$ cat src/rtl/maze_pkg.sv
// rtl/maze_pkg.sv - shared state, move, select and color codes for the maze controller
package maze_pkg;

    typedef enum logic [3:0] {
        ST_RESET     = 4'd0,
        ST_INIT_DRAW = 4'd1,
        ST_IDLE      = 4'd2,
        ST_PROBE     = 4'd3,
        ST_WAIT      = 4'd4,
        ST_CHECK     = 4'd5,
        ST_ERASE     = 4'd6,
        ST_STEP      = 4'd7,
        ST_DRAW      = 4'd8,
        ST_GOALCHK   = 4'd9,
        ST_HOLD_CLR  = 4'd10,
        ST_HOLD      = 4'd11,
        ST_WON       = 4'd12
    } state_e;

    localparam logic [2:0] MV_NONE  = 3'd0;
    localparam logic [2:0] MV_LEFT  = 3'd1;
    localparam logic [2:0] MV_RIGHT = 3'd2;
    localparam logic [2:0] MV_UP    = 3'd3;
    localparam logic [2:0] MV_DOWN  = 3'd4;

    localparam logic [1:0] SEL_INIT = 2'd0;
    localparam logic [1:0] SEL_INC  = 2'd1;
    localparam logic [1:0] SEL_DEC  = 2'd2;

    localparam logic COL_ERASE  = 1'b0;
    localparam logic COL_PLAYER = 1'b1;

endpackage

$ cat src/rtl/maze_ctrl.sv
// rtl/maze_ctrl.sv - Moore FSM sequencing the maze-game datapath
module maze_ctrl
    import maze_pkg::*;
#(
    parameter int         MEM_LAT = 2,
    parameter logic [7:0] GOAL_X  = 8'h05,
    parameter logic [6:0] GOAL_Y  = 7'h02
) (
    input  logic       clk,
    input  logic       resetn,
    input  logic [2:0] move,
    input  logic       obs_block,
    input  logic       timer_done,
    input  logic [7:0] xpos,
    input  logic [6:0] ypos,
    output logic       en_xpos,
    output logic       en_ypos,
    output logic [1:0] s_xpos,
    output logic [1:0] s_ypos,
    output logic       en_key,
    output logic       s_key,
    output logic       en_obs,
    output logic [2:0] s_obs,
    output logic       s_color,
    output logic       plot,
    output logic       en_timer,
    output logic       s_timer,
    output logic       busy,
    output logic       did_win
);

    // Counter sized to hold MEM_LAT-1; at MEM_LAT=1 it loads 0 so WAIT lasts one cycle.
    localparam int            CW        = (MEM_LAT > 1) ? $clog2(MEM_LAT) : 1;
    localparam logic [CW-1:0] WAIT_INIT = CW'(MEM_LAT - 1);

    state_e        state_q, state_d;
    logic [2:0]    dir_q, dir_d;
    logic [CW-1:0] cnt_q, cnt_d;

    // State, latched direction and memory-latency counter registers.
    always_ff @(posedge clk) begin
        if (!resetn) begin
            state_q <= ST_RESET;
            dir_q   <= MV_NONE;
            cnt_q   <= '0;
        end else begin
            state_q <= state_d;
            dir_q   <= dir_d;
            cnt_q   <= cnt_d;
        end
    end

    // Next-state logic: one accepted key walks the probe/erase/step/draw sequence.
    always_comb begin
        state_d = state_q;
        dir_d   = dir_q;
        cnt_d   = cnt_q;
        case (state_q)
            ST_RESET:     state_d = ST_INIT_DRAW;
            ST_INIT_DRAW: state_d = ST_IDLE;
            ST_IDLE: begin
                if (move != MV_NONE) begin
                    dir_d   = move;
                    state_d = ST_PROBE;
                end
            end
            ST_PROBE: begin
                cnt_d   = WAIT_INIT;
                state_d = ST_WAIT;
            end
            ST_WAIT: begin
                if (cnt_q == '0) begin
                    state_d = ST_CHECK;
                end else begin
                    cnt_d = cnt_q - CW'(1);
                end
            end
            ST_CHECK:     state_d = obs_block ? ST_HOLD_CLR : ST_ERASE;
            ST_ERASE:     state_d = ST_STEP;
            ST_STEP:      state_d = ST_DRAW;
            ST_DRAW:      state_d = ST_GOALCHK;
            ST_GOALCHK: begin
                if (xpos == GOAL_X && ypos == GOAL_Y) begin
                    state_d = ST_WON;
                end else begin
                    state_d = ST_HOLD_CLR;
                end
            end
            ST_HOLD_CLR:  state_d = ST_HOLD;
            ST_HOLD: begin
                if (timer_done) begin
                    state_d = ST_IDLE;
                end
            end
            ST_WON:       state_d = ST_WON;
            default:      state_d = ST_RESET;
        endcase
    end

    // Output decode: every output is a pure function of the current state.
    always_comb begin
        en_xpos  = 1'b0;
        en_ypos  = 1'b0;
        s_xpos   = SEL_INIT;
        s_ypos   = SEL_INIT;
        en_key   = 1'b0;
        s_key    = 1'b0;
        en_obs   = 1'b0;
        s_obs    = MV_NONE;
        s_color  = COL_ERASE;
        plot     = 1'b0;
        en_timer = 1'b0;
        s_timer  = 1'b0;
        busy     = 1'b1;
        did_win  = 1'b0;
        case (state_q)
            ST_RESET: begin
                en_xpos  = 1'b1;
                en_ypos  = 1'b1;
                en_timer = 1'b1;
            end
            ST_INIT_DRAW: begin
                plot    = 1'b1;
                s_color = COL_PLAYER;
            end
            ST_IDLE: begin
                en_key = 1'b1;
                s_key  = 1'b1;
                busy   = 1'b0;
            end
            ST_PROBE: begin
                en_obs = 1'b1;
                s_obs  = dir_q;
                en_key = 1'b1;
            end
            ST_ERASE: begin
                plot    = 1'b1;
                s_color = COL_ERASE;
            end
            ST_STEP: begin
                case (dir_q)
                    MV_LEFT: begin
                        en_xpos = 1'b1;
                        s_xpos  = SEL_DEC;
                    end
                    MV_RIGHT: begin
                        en_xpos = 1'b1;
                        s_xpos  = SEL_INC;
                    end
                    MV_UP: begin
                        en_ypos = 1'b1;
                        s_ypos  = SEL_DEC;
                    end
                    MV_DOWN: begin
                        en_ypos = 1'b1;
                        s_ypos  = SEL_INC;
                    end
                    default: ;
                endcase
            end
            ST_DRAW: begin
                plot    = 1'b1;
                s_color = COL_PLAYER;
            end
            ST_HOLD_CLR: begin
                en_timer = 1'b1;
            end
            ST_HOLD: begin
                en_timer = 1'b1;
                s_timer  = 1'b1;
            end
            ST_WON: begin
                did_win = 1'b1;
                busy    = 1'b0;
            end
            default: ;
        endcase
    end

endmodule

$ cat config.mk
export PLATFORM = sky130hd
export DESIGN_NAME = maze_ctrl
export DESIGN_NICKNAME = d
export VERILOG_FILES = /design/src/rtl/maze_pkg.sv /design/src/rtl/maze_ctrl.sv
export SDC_FILE = /design/constraint.sdc
export NUM_CORES = 1
export LEC_CHECK = 0
export ABC_AREA = 1
export CORE_ASPECT_RATIO = 0.9
export CORE_MARGIN = 1
export CORE_UTILIZATION = 38
export DETAILED_ROUTE_END_ITERATION = 7
export PLACE_DENSITY = 0.94
export SLEW_MARGIN = 40
export SYNTH_ARGS = -nofsm -noshare
export SYNTH_HDL_FRONTEND = slang
export SYNTH_SLANG_ARGS = --single-unit
$ cat constraint.sdc
create_clock -name clk -period 2.9 [get_ports clk]
set_input_delay 0.435 -clock clk [delete_from_list [all_inputs] [get_ports clk]]
set_output_delay 0.435 -clock clk [all_outputs]
set_load 0.05 [all_outputs]
# Word level (Yosys, flattened, before mapping)
# Cells that the tools add are included.
[op_classes] mux=26 n_lt_le_gt_ge=0 n_reduce_logical=13 bitwise_logic=0 mul=0 addsub=1 div_mod_pow=0 eq_ne=21 shifts=0
[ops] cell="4-bit one-hot mux with 13 select lines" n=1
[ops] cell="4-bit equality test, second input constant" n=5
[ops] cell="4-bit by 3-bit equality test with 1-bit output, second input constant" n=4
[ops] cell="4-bit two-way mux" n=4
[ops] cell="1-bit two-way mux" n=12
[ops] cell="2-bit OR reduction" n=5
[ops] cell="4-bit by 2-bit equality test with 1-bit output, second input constant" n=2
[ops] cell="8-bit by 3-bit equality test with 1-bit output, second input constant" n=1
[ops] cell="2-bit one-hot mux with 2 select lines" n=2
[ops] cell="7-bit by 2-bit equality test with 1-bit output, second input constant" n=1
[ops] cell="3-bit by 2-bit equality test with 1-bit output, second input constant" n=2
[ops] cell="3-bit two-way mux" n=2
[ops] cell="2-bit inequality test, second input constant" n=3
[ops] cell="1-bit one-hot mux with 2 select lines" n=3
[ops] cell="3-bit OR reduction" n=2
[ops] cell="4-bit by 1-bit equality test with 1-bit output, second input constant" n=1
[ops] cell="4-bit logical NOT" n=1
[ops] cell="2-bit two-way mux" n=2
[ops] cell="3-bit by 1-bit equality test with 1-bit output, second input constant" n=1
[ops] cell="3-bit equality test, second input constant" n=1
[ops] cell="3-bit AND reduction" n=1
[ops] cell="3-bit nonzero test" n=1
[ops] cell="2-bit AND reduction" n=1
[ops] cell="2-bit nonzero test" n=1
[ops] cell="2 further kinds" n=2
[totals] latchBits=0 romBits=0 out_inout_bits=18 n_memories=0 word_cells=64 inputBits=22 reg_bits=8 ram_bits=0

# Depth between registers and ports, before layout
[logic_depth] depth_word=4 depth_mapped=8

# Worst setup path before layout
# No wires, ideal clock.
[synth_path] path_type="reg2out" start="register state_q[2]" end="output port en_ypos" arrival_time_ps=1906 stages_incl_launch_ff=7 slack_ps=559 path_cell_list="dfxtp_1 -> inv_2 -> nor2_2 -> nand2_1 -> nor2_1 -> nor2_1 -> o21ai_1"
[synth_between] elab_chain_cells=2
[synth_lines] element="start, declared" line="maze_ctrl.sv:36" rtl="state_e state_q, state_d;"
[synth_lines] element="start signal, assigned" line="maze_ctrl.sv:47" rtl="state_q <= state_d;"
[synth_lines] element="4-bit by 3-bit equality test with 1-bit output or 4-bit logical NOT (tied branches)" line="maze_ctrl.sv:116" rtl="case (state_q)"
[synth_lines] element="1-bit one-hot mux with 2 select lines (*)" line="maze_ctrl.sv:116"
[synth_lines] element="end, declared" line="maze_ctrl.sv:17" rtl="output logic en_ypos,"
# Mark *: on every way between the ends. The rest lies on a longest branch, timed or not.

# Worst setup path after layout
# Same ends and word-level chain as after synthesis.

==> reports/summary.txt <==
STATUS
------------------------------------------------------------------------------
Status                                                               completed

FLOORPLANNING
------------------------------------------------------------------------------
Die X-Extent                                                           45.1 um
Chip height                                                            40.8 um
Initial core utilization                                                 42.5%
Overall die area                                                  0.00184 mm^2
Placeable core area                                               0.00150 mm^2
Count of boundary I/O pins                                                  40
Floorplan row count                                                         13

POWER AND IR DROP
------------------------------------------------------------------------------
Pwr Density                                                        365 mW/mm^2
Post-layout total power                                             0.000393 W
Leak pwr                                                              0.497 nW
Worst vdd rail ir drop                                              0.000308 V

CLOCK NETWORK
------------------------------------------------------------------------------
TritonCTS clock tree                                                       yes
Number of levels the H-tree was split into                                   1
Number of sinks driven by the clock tree                                     8
Deepest clock path buffer count                                              2
CTS root buf                                                          clkbuf_4
CTS buffer count                                                             3
Postcts setup bufs                                                           0
Clock insertion delay at the later pin of the skew report              0.26 ns
Clock transition at path regs                                          0.06 ns
Post-cts sizing count                                                        0
Total of hold buffers inserted after clock tree synthesis                    0

GLOBAL ROUTE
------------------------------------------------------------------------------
Initial antenna violation count                                              0
Global-route usage over all layers                                       22.6%
First-pass GRT wire length                                             2970 um
Number of global-route vias before repair                                  719
Gr ovfl total                                                                0
Maximum number of pins on one net before global-route repair                 8

ROUTE
------------------------------------------------------------------------------
Via count                                                                  877
Overall routed net length                                              1940 um
Initial DRC Count                                                           49
Detailed-router iteration count before antenna repair                        4
Post-route DRC violation count                                               0
Post-detailed-route wirelength per cell                                10.7 um
Vias per inst                                                             4.82
Routed Antenna Nets                                                          0

PLACEMENT
------------------------------------------------------------------------------
Sum of net half-perimeters after detailed placement                    1600 um
Number of buffers inserted by port buffering                                39
Worst-case setup slack after placement                                0.638 ns
Routability cong.                                                        0.772

STA
------------------------------------------------------------------------------
Maximum achievable frequency                                           392 MHz
Setup Total Neg Slack                                                     0 ns
Worst setup slack after layout                                        0.348 ns
Remaining max-slew budget at the tightest pin                            65.6%
Post-route clock skew                                                0.0104 ns
Ratio of final minimum period to clock period                            88.0%
Post-layout min period                                                 2.55 ns
Transition time at the pin with the least slew margin                 0.515 ns
Count of endpoints failing hold in the final timing report                   0
RSZ-0062 raised after global routing                                        no
Hold Slack                                                            0.502 ns
Number of setup violations in the final report                               0
Fin. max-slew vios                                                           0

HOLD PATH
------------------------------------------------------------------------------
Cell depth of the worst min-delay path                                       2
Worst hold-check path type                                          reg -> reg

SETUP PATH
------------------------------------------------------------------------------
Kind of critical path                                               reg -> out
Endpoint kind of the worst setup timing path                        output pin
Crit-path max FO                                                             5
Cell chain of the critical path                                   inv_2, nor2_2, nand2_1, inv_1, nand2_1, o21ai_1, clkdlybuf4s50_1
Delay of the slowest cell on the worst path                            0.82 ns
Required time reported for the critical path endpoint                  2.47 ns
CP max-delay cell                                                 clkdlybuf4s50_1
Depth of the most critical reg-to-reg path                                   8
Kind of start point of the critical path                              register
Most Frequent Cell on Critical Path                                    nand2_1
Data arrival, critical path                                            2.12 ns

FLOW RUN
------------------------------------------------------------------------------
Max Cap Violations                                                           0

LAYOUT
------------------------------------------------------------------------------
Area of all sequential standard cells                                 160 um^2
Final net count                                                            184
Area growth, synth to finish                                             69.3%
Number of fillers in the final layout                                      122
Fraction of layout instances using a drive strength above 1              6.25%
Count of inserted antenna diode cells                                        0
Total area of multi-input combinational cells                         389 um^2

LOGIC SYNTHESIS
------------------------------------------------------------------------------
Syn Std Cell Area                                                     636 um^2
Net Count, Synth                                                           140
Ys Warns                                                                     0
Mapped Cells                                                               118
Count of different cell masters after synthesis                             17
Leading post-synthesis cells by cell area                         dfxtp_1 25%, nand2_1 19%, nor2_1 14%
Top cell type by total area after synthesis                            dfxtp_1
Syn_area_per_cell                                                    5.39 um^2
Post-synthesis register bit count                                            8
Post-synthesis sequential area ratio                                     25.2%
Proportion of netlist area held by the largest area contributor          25.2%

cell usage after synthesis:
master / instances
nor2_1: 24
o211ai_1: 2
nand2_2: 3
nand2_1: 33
nand4_1: 4
o21ai_1: 1
nor3_1: 2
o21ai_0: 2
inv_1: 21
a21oi_1: 6
nand3_1: 6
nor2_4: 1
a22oi_1: 1
nand2b_1: 1
inv_2: 2
nor2_2: 1
dfxtp_1: 8
area by class of cell:
cell class                 instances  share of cell area [%]
clock buffer                       3                    2.09
inverter                          23                    8.02
multi-input combinational         87                    36.2
sequential                         8                    14.9
tap                               22                    2.56
timing repair buffer              39                    36.3
sequential cells by signal, indices dropped and copies added, names as in the netlist:
name and flops:
dir_q 3, state_q 4, cnt_q 1
kinds of logic after synthesis:
group | after synthesis | synth area share [%]
AND/OR/NAND/NOR | 75 | 50.6
flip-flops | 8 | 25.2
AO/OA/AOI/OAI | 12 | 10.6
buffers and inverters | 23 | 13.6
metal layers:
metal  global-route usage (%)  vias up  part of all wire (%)
li1                         -      452                     -
met1                     29.8      381                    44
met2                     39.1       40                    48
met3                     2.64        4                   7.3
met4                     6.82        0                  0.88
met5                        0        -                     0
layout by cell type (no fill, tap or decap), types with 2 or more instances in the layout:
cell / Yosys / final
clkdlybuf4s50_1: 0 / 39
o211ai_1: 2 / 2
nor2_1: 24 / 24
clkbuf_4: 0 / 3
nand2_2: 3 / 3
inv_1: 21 / 21
nor3_1: 2 / 2
dfxtp_1: 8 / 8
a21oi_1: 6 / 6
nand2_1: 33 / 33
nand3_1: 6 / 6
inv_2: 2 / 2
o21ai_0: 2 / 2
nand4_1: 4 / 4
metrics by stage:
step	util (%)	instances	cell area [um^2]
after global placement	70.4	179	1050
final	71.9	182	1080
after global routing	71.9	182	1080
after CTS	71.9	182	1080
after detailed placement	70.4	179	1050
after floorplan	-	118	636
power breakdown:
part	switching (W)	internal, W
registers	0.00000894	0.000117
clock network	0.0000412	0.0000476
logic	0.000108	0.0000703
worst max-delay path, delay by kind of cell, from the launching register on:
kind / cells / cell delay [ns]
buffers and inverters: 3 / 1.00
flip-flops: 1 / 0.40
AND/OR/NAND/NOR: 3 / 0.34
AO/OA/AOI/OAI: 1 / 0.13
path summary, 6_finish.rpt:
kind / start / endpoint / slack (ns)
min: dir_q[2] / dir_q[2] / 0.50
max: state_q[2] / en_ypos / 0.35
max reg2reg: state_q[0] / state_q[0] / 1.69
min reg2reg: dir_q[2] / dir_q[2] / 0.50
Power figures use the tool's default switching activity.
==> edit 1: new RTL, same settings <==
`MEM_LAT`: 2 -> 4.
--- a/src/rtl/maze_ctrl.sv
+++ b/src/rtl/maze_ctrl.sv
@@ -2,7 +2,7 @@
 module maze_ctrl
     import maze_pkg::*;
 #(
-    parameter int         MEM_LAT = 2,
+    parameter int         MEM_LAT = 4,
     parameter logic [7:0] GOAL_X  = 8'h05,
     parameter logic [6:0] GOAL_Y  = 7'h02
 ) (
Function: changed (Yosys sat finds a counterexample within 10 cycles, from zero or initial values and one cycle with resetn low).
==> edit 1 against the unedited design <==
Global-route usage is 2.5 points lower; sequential cell count up 1; final cell count is 8.8% higher; critical path type unchanged; total power rose by 11%; highest routed layer unchanged; clock power up 10%; synthesized area grew 23%; core utilization decreased by 8.8 points; register-to-register slack lost 90 ps; routed wire length up 4.6%; worst setup slack got worse by 64 ps; cell area is 13% higher.
==> edit 1: results <==
{
  "min_path_type": "reg2reg",
  "final_layout_size_suffix_gt1_share_pct": 16.76,
  "grt_first_pass_wirelength_mm": 3.456,
  "grt_start_max_net_pins": 9,
  "grt_pass1_vias": 890,
  "largest_registers": "state_q: 4 flops, dir_q: 3 flops, cnt_q: 2 flops",
  "clock_skew_ps": 5.272,
  "clkSlewWorstSetupHoldPaths_ps": 60,
  "nNetsFinal": 197,
  "vdd_drop_max_mv": 0.2110,
  "grt_use_total_pct": 20.10,
  "critPathMaxFanout": 8,
  "tns_ps": 0,
  "clkLatencyLatePin_ps": 270,
  "port_buffers": 39,
  "ys_top_cells_by_count": "29 x nand2_1, 22 x nor2_1, 21 x inv_1",
  "wire_per_inst_um": 10.26,
  "cts_setup_buffers": 0,
  "cellLeakagePower_nw": 0.5500,
  "first_pass_iters": 4,
  "synthArstFlopShare_pct": 0,
  "ctsHtreeMaxLevel": 1,
  "clock_path_buffers": 2,
  "clock-root-buffer": "clkbuf_4",
  "synth_top_area_share_pct": 23.00,
  "numCtsBuffers": 3,
  "dp_slack_ps": 574.0,
  "cts_resized": 0,
  "fill_cells": 179,
  "synthDistinctLibCells": 25,
  "hpwl_mm": 1.782,
  "vias": 962,
  "ys_top_cells_by_area": "dfxtp_1 23%, nand2_1 14%, nor2_1 11%",
  "status": "completed",
  "gp_congestion": 0.8493,
  "worstHoldStart": "cnt_q[1]",
  "detail_route.iter0.violations": 35,
  "tightest_slew_ps": 507.0,
  "startpoint": "state_q[1]",
  "yosysWarnings": 0,
  "yosysSeqAreaShare_pct": 23.00,
  "p_sw_w": 0.0001743,
  "arrival_ps": 2180,
  "n_antenna_cell": 0,
  "syn_nets": 154,
  "antenna_found_initial": 0
}
-- edit 1: final timing paths --
kind / endpoint / slack [ps] / cells past startpoint
max: en_xpos / 280 / 7
min: cnt_q[1] / 460 / 2
max reg2reg: state_q[0] / 1600 / 7
min reg2reg: cnt_q[1] / 460 / 2
-- edit 1: worst max-delay path, stage by stage, from the launching register on --
cell	delay (ps)
dfxtp_1	560
nand2_4	110
inv_2	100
nand2_2	70
inv_2	70
nand4_1	110
nand3b_1	100
clkdlybuf4s50_1	800
-- edit 1: through the flow --
stage	instances	area (µm²)	hold WS [ps]	power, W	utilization, %
after floorplan	131	783.3	438.4	0.0002701	-
after global placement	194	1194	451.0	0.0003358	61.75
after detailed placement	194	1194	457.4	0.0003414	61.75
after CTS	198	1220	465.6	0.0004399	63.11
after global routing	198	1220	484.2	0.0004600	63.11
final	198	1220	460.0	0.0004366	63.11
-- edit 1: area by class of cell --
type	instances	area, µm²	area share (%)
clock buffers	4	26.28	2.154
inverters	27	103.9	8.513
multi-input cells	94	488.0	40.00
flip-flops and latches	9	180.2	14.77
well taps	25	31.28	2.564
repair buffers	39	390.4	32.00
-- edit 1: kinds of logic (layout without fill, tap and decap cells) --
kind of cell	Yosys count	after routing	share of synthesized area, %
flip-flops	9	9	23.00
buffers and inverters	28	70	14.70
adder cells (fa/ha/maj)	1	1	1.597
AO/OA/AOI/OAI	11	11	9.107
AND/OR/NAND/NOR	82	82	51.60
-- edit 1: power by group through the flow --
stage	logic [W]	registers (W)	clock network (W)
3_3_place_gp	0.000189	0.000146	0
5_1_grt	0.000207	0.000146	0.000107
3_5_place_dp	0.000194	0.000147	0
2_1_floorplan	0.000129	0.000142	0
4_1_cts	0.000195	0.000145	0.000101
6_report	0.000194	0.000145	0.0000978
-- edit 1: per-layer routing --
| layer | vias to the layer above | track usage, % | part of all wire (%) |
|---|---|---|---|
| met5 | - | 0 | 0 |
| met4 | 0 | 5.714 | 1.7 |
| met3 | 4 | 5.051 | 4.7 |
| met2 | 33 | 40.81 | 53 |
| met1 | 439 | 20.45 | 40 |
| li1 | 486 | - | - |
==> edit 2: new RTL, config.mk and constraints unchanged <==
Made on the original files. Put a register stage on the output `s_color`, with the module's reset. The value now appears one clock later. The other outputs are not delayed to match.
--- a/src/rtl/maze_ctrl.sv
+++ b/src/rtl/maze_ctrl.sv
@@ -32,6 +32,8 @@
     // Counter sized to hold MEM_LAT-1; at MEM_LAT=1 it loads 0 so WAIT lasts one cycle.
     localparam int            CW        = (MEM_LAT > 1) ? $clog2(MEM_LAT) : 1;
     localparam logic [CW-1:0] WAIT_INIT = CW'(MEM_LAT - 1);
+
+    logic s_color_d;
 
     state_e        state_q, state_d;
     logic [2:0]    dir_q, dir_d;
@@ -107,7 +109,7 @@
         s_key    = 1'b0;
         en_obs   = 1'b0;
         s_obs    = MV_NONE;
-        s_color  = COL_ERASE;
+        s_color_d = COL_ERASE;
         plot     = 1'b0;
         en_timer = 1'b0;
         s_timer  = 1'b0;
@@ -121,7 +123,7 @@
             end
             ST_INIT_DRAW: begin
                 plot    = 1'b1;
-                s_color = COL_PLAYER;
+                s_color_d = COL_PLAYER;
             end
             ST_IDLE: begin
                 en_key = 1'b1;
@@ -135,7 +137,7 @@
             end
             ST_ERASE: begin
                 plot    = 1'b1;
-                s_color = COL_ERASE;
+                s_color_d = COL_ERASE;
             end
             ST_STEP: begin
                 case (dir_q)
@@ -160,7 +162,7 @@
             end
             ST_DRAW: begin
                 plot    = 1'b1;
-                s_color = COL_PLAYER;
+                s_color_d = COL_PLAYER;
             end
             ST_HOLD_CLR: begin
                 en_timer = 1'b1;
@@ -177,5 +179,13 @@
         endcase
     end
 
+    always_ff @(posedge clk) begin
+        if (!resetn) begin
+            s_color <= '0;
+        end else begin
+            s_color <= s_color_d;
+        end
+    end
+
 endmodule
 
Formal check against the unedited RTL: not equivalent (a bounded check fails within 4 cycles, from zero or initial values and one cycle with resetn low).
==> edit 2 against the unedited design <==
Worst hold slack worse by 8.7 ps; cell area is 4.4% higher; count of clock-buffer cells in the layout is 1 higher; non-clock buffer count stayed put; sequential cell count is 1 higher; final cell count is 1.1% higher; maximum frequency is 0.84% lower; total power is 6.8% higher; synthesized area is 6.5% higher; global-route usage is 0.47 points lower; routed wire length is 1.5% higher; worst setup slack worse by 22 ps; via count is 3.3% higher; critical path type unchanged; critical endpoint is now s_ypos[0]; largest power group unchanged.
==> edit 2: results <==
{
  "arrival_ps": 2140,
  "status": "completed",
  "hpwl_mm": 1.664,
  "routedLengthMet1_um": 826,
  "vdd_drop_max_mv": 0.2579,
  "clock_skew_ps": 9.611,
  "synthDistinctLibCells": 22,
  "grt_pass1_vias": 829,
  "grt_start_max_net_pins": 9,
  "yosysSeqAreaShare_pct": 26.62,
  "detail_route.iter0.violations": 30,
  "via_per_inst": 4.924,
  "largest_registers": "state_q: 4 flops, dir_q: 3 flops",
  "syn_nets": 139,
  "dr_wl_met2_um": 993,
  "relSlewSlack_pct": 66.73,
  "final_layout_size_suffix_gt1_share_pct": 10.00,
  "grt_first_pass_wirelength_mm": 3.284,
  "ys_top_cells_by_count": "30 x nand2_1, 23 x nor2_1, 15 x inv_1",
  "grt_use_total_pct": 22.16,
  "gp_congestion": 0.8523,
  "wire_per_inst_um": 10.71,
  "ys_top_cells_by_area": "dfxtp_1 27%, nand2_1 17%, nor2_1 13%",
  "wl_met3_um": 124,
  "critPathMaxFanout": 6,
  "nNetsFinal": 183
}
[edit 2: logic make-up after synthesis]
family	Yosys count	share of synthesized area (%)
AO/OA/AOI/OAI	13	10.17
buffers and inverters	18	9.981
AND/OR/NAND/NOR	77	53.23
flip-flops	9	26.62
[edit 2: where the power goes]
group / switching, W / internal [W]
Clock: 0.0000489 / 0.0000532
Sequential: 0.00000913 / 0.000132
Combinational: 0.000106 / 0.0000699
[edit 2: worst max-delay path: stages, from the launching register on]
cell and delay (ps):
dfxtp_1 390, inv_2 110, nor2_4 160, nand2_2 130, nor4_1 220, clkdlybuf4s50_1 860
[edit 2: final timing paths]
kind / startpoint / end / slack (ps) / cells past startpoint
min reg2reg: cnt_q / cnt_q / 490 / 2
min: cnt_q / cnt_q / 490 / 2
max: state_q[2] / s_ypos[0] / 330 / 5
max reg2reg: state_q[1] / state_q[0] / 1620 / 6
[edit 2: routing by layer]
metal  vias up  track usage, %
met5         -               0
met4         0           6.471
met3         5           2.586
met2        37           35.56
met1       410           30.38
li1        454               -
[edit 2: metrics by stage]
step	instances	setup WS [ps]	area (µm²)
after floorplan	117	333.2	676.9
after global placement	180	713.1	1097
after detailed placement	180	653.6	1097
after CTS	184	353.7	1124
after global routing	184	246.4	1124
final	184	326.5	1124
[edit 2: cell type report]
type / count / area (µm²)
Clock buffer: 4 / 26.28
Fill cell: 132 / 540.5
Inverter: 18 / 67.56
Multi-Input combinational cell: 90 / 429.2
Sequential cell: 9 / 180.2
Tap cell: 24 / 30.03
Timing Repair Buffer: 39 / 390.4
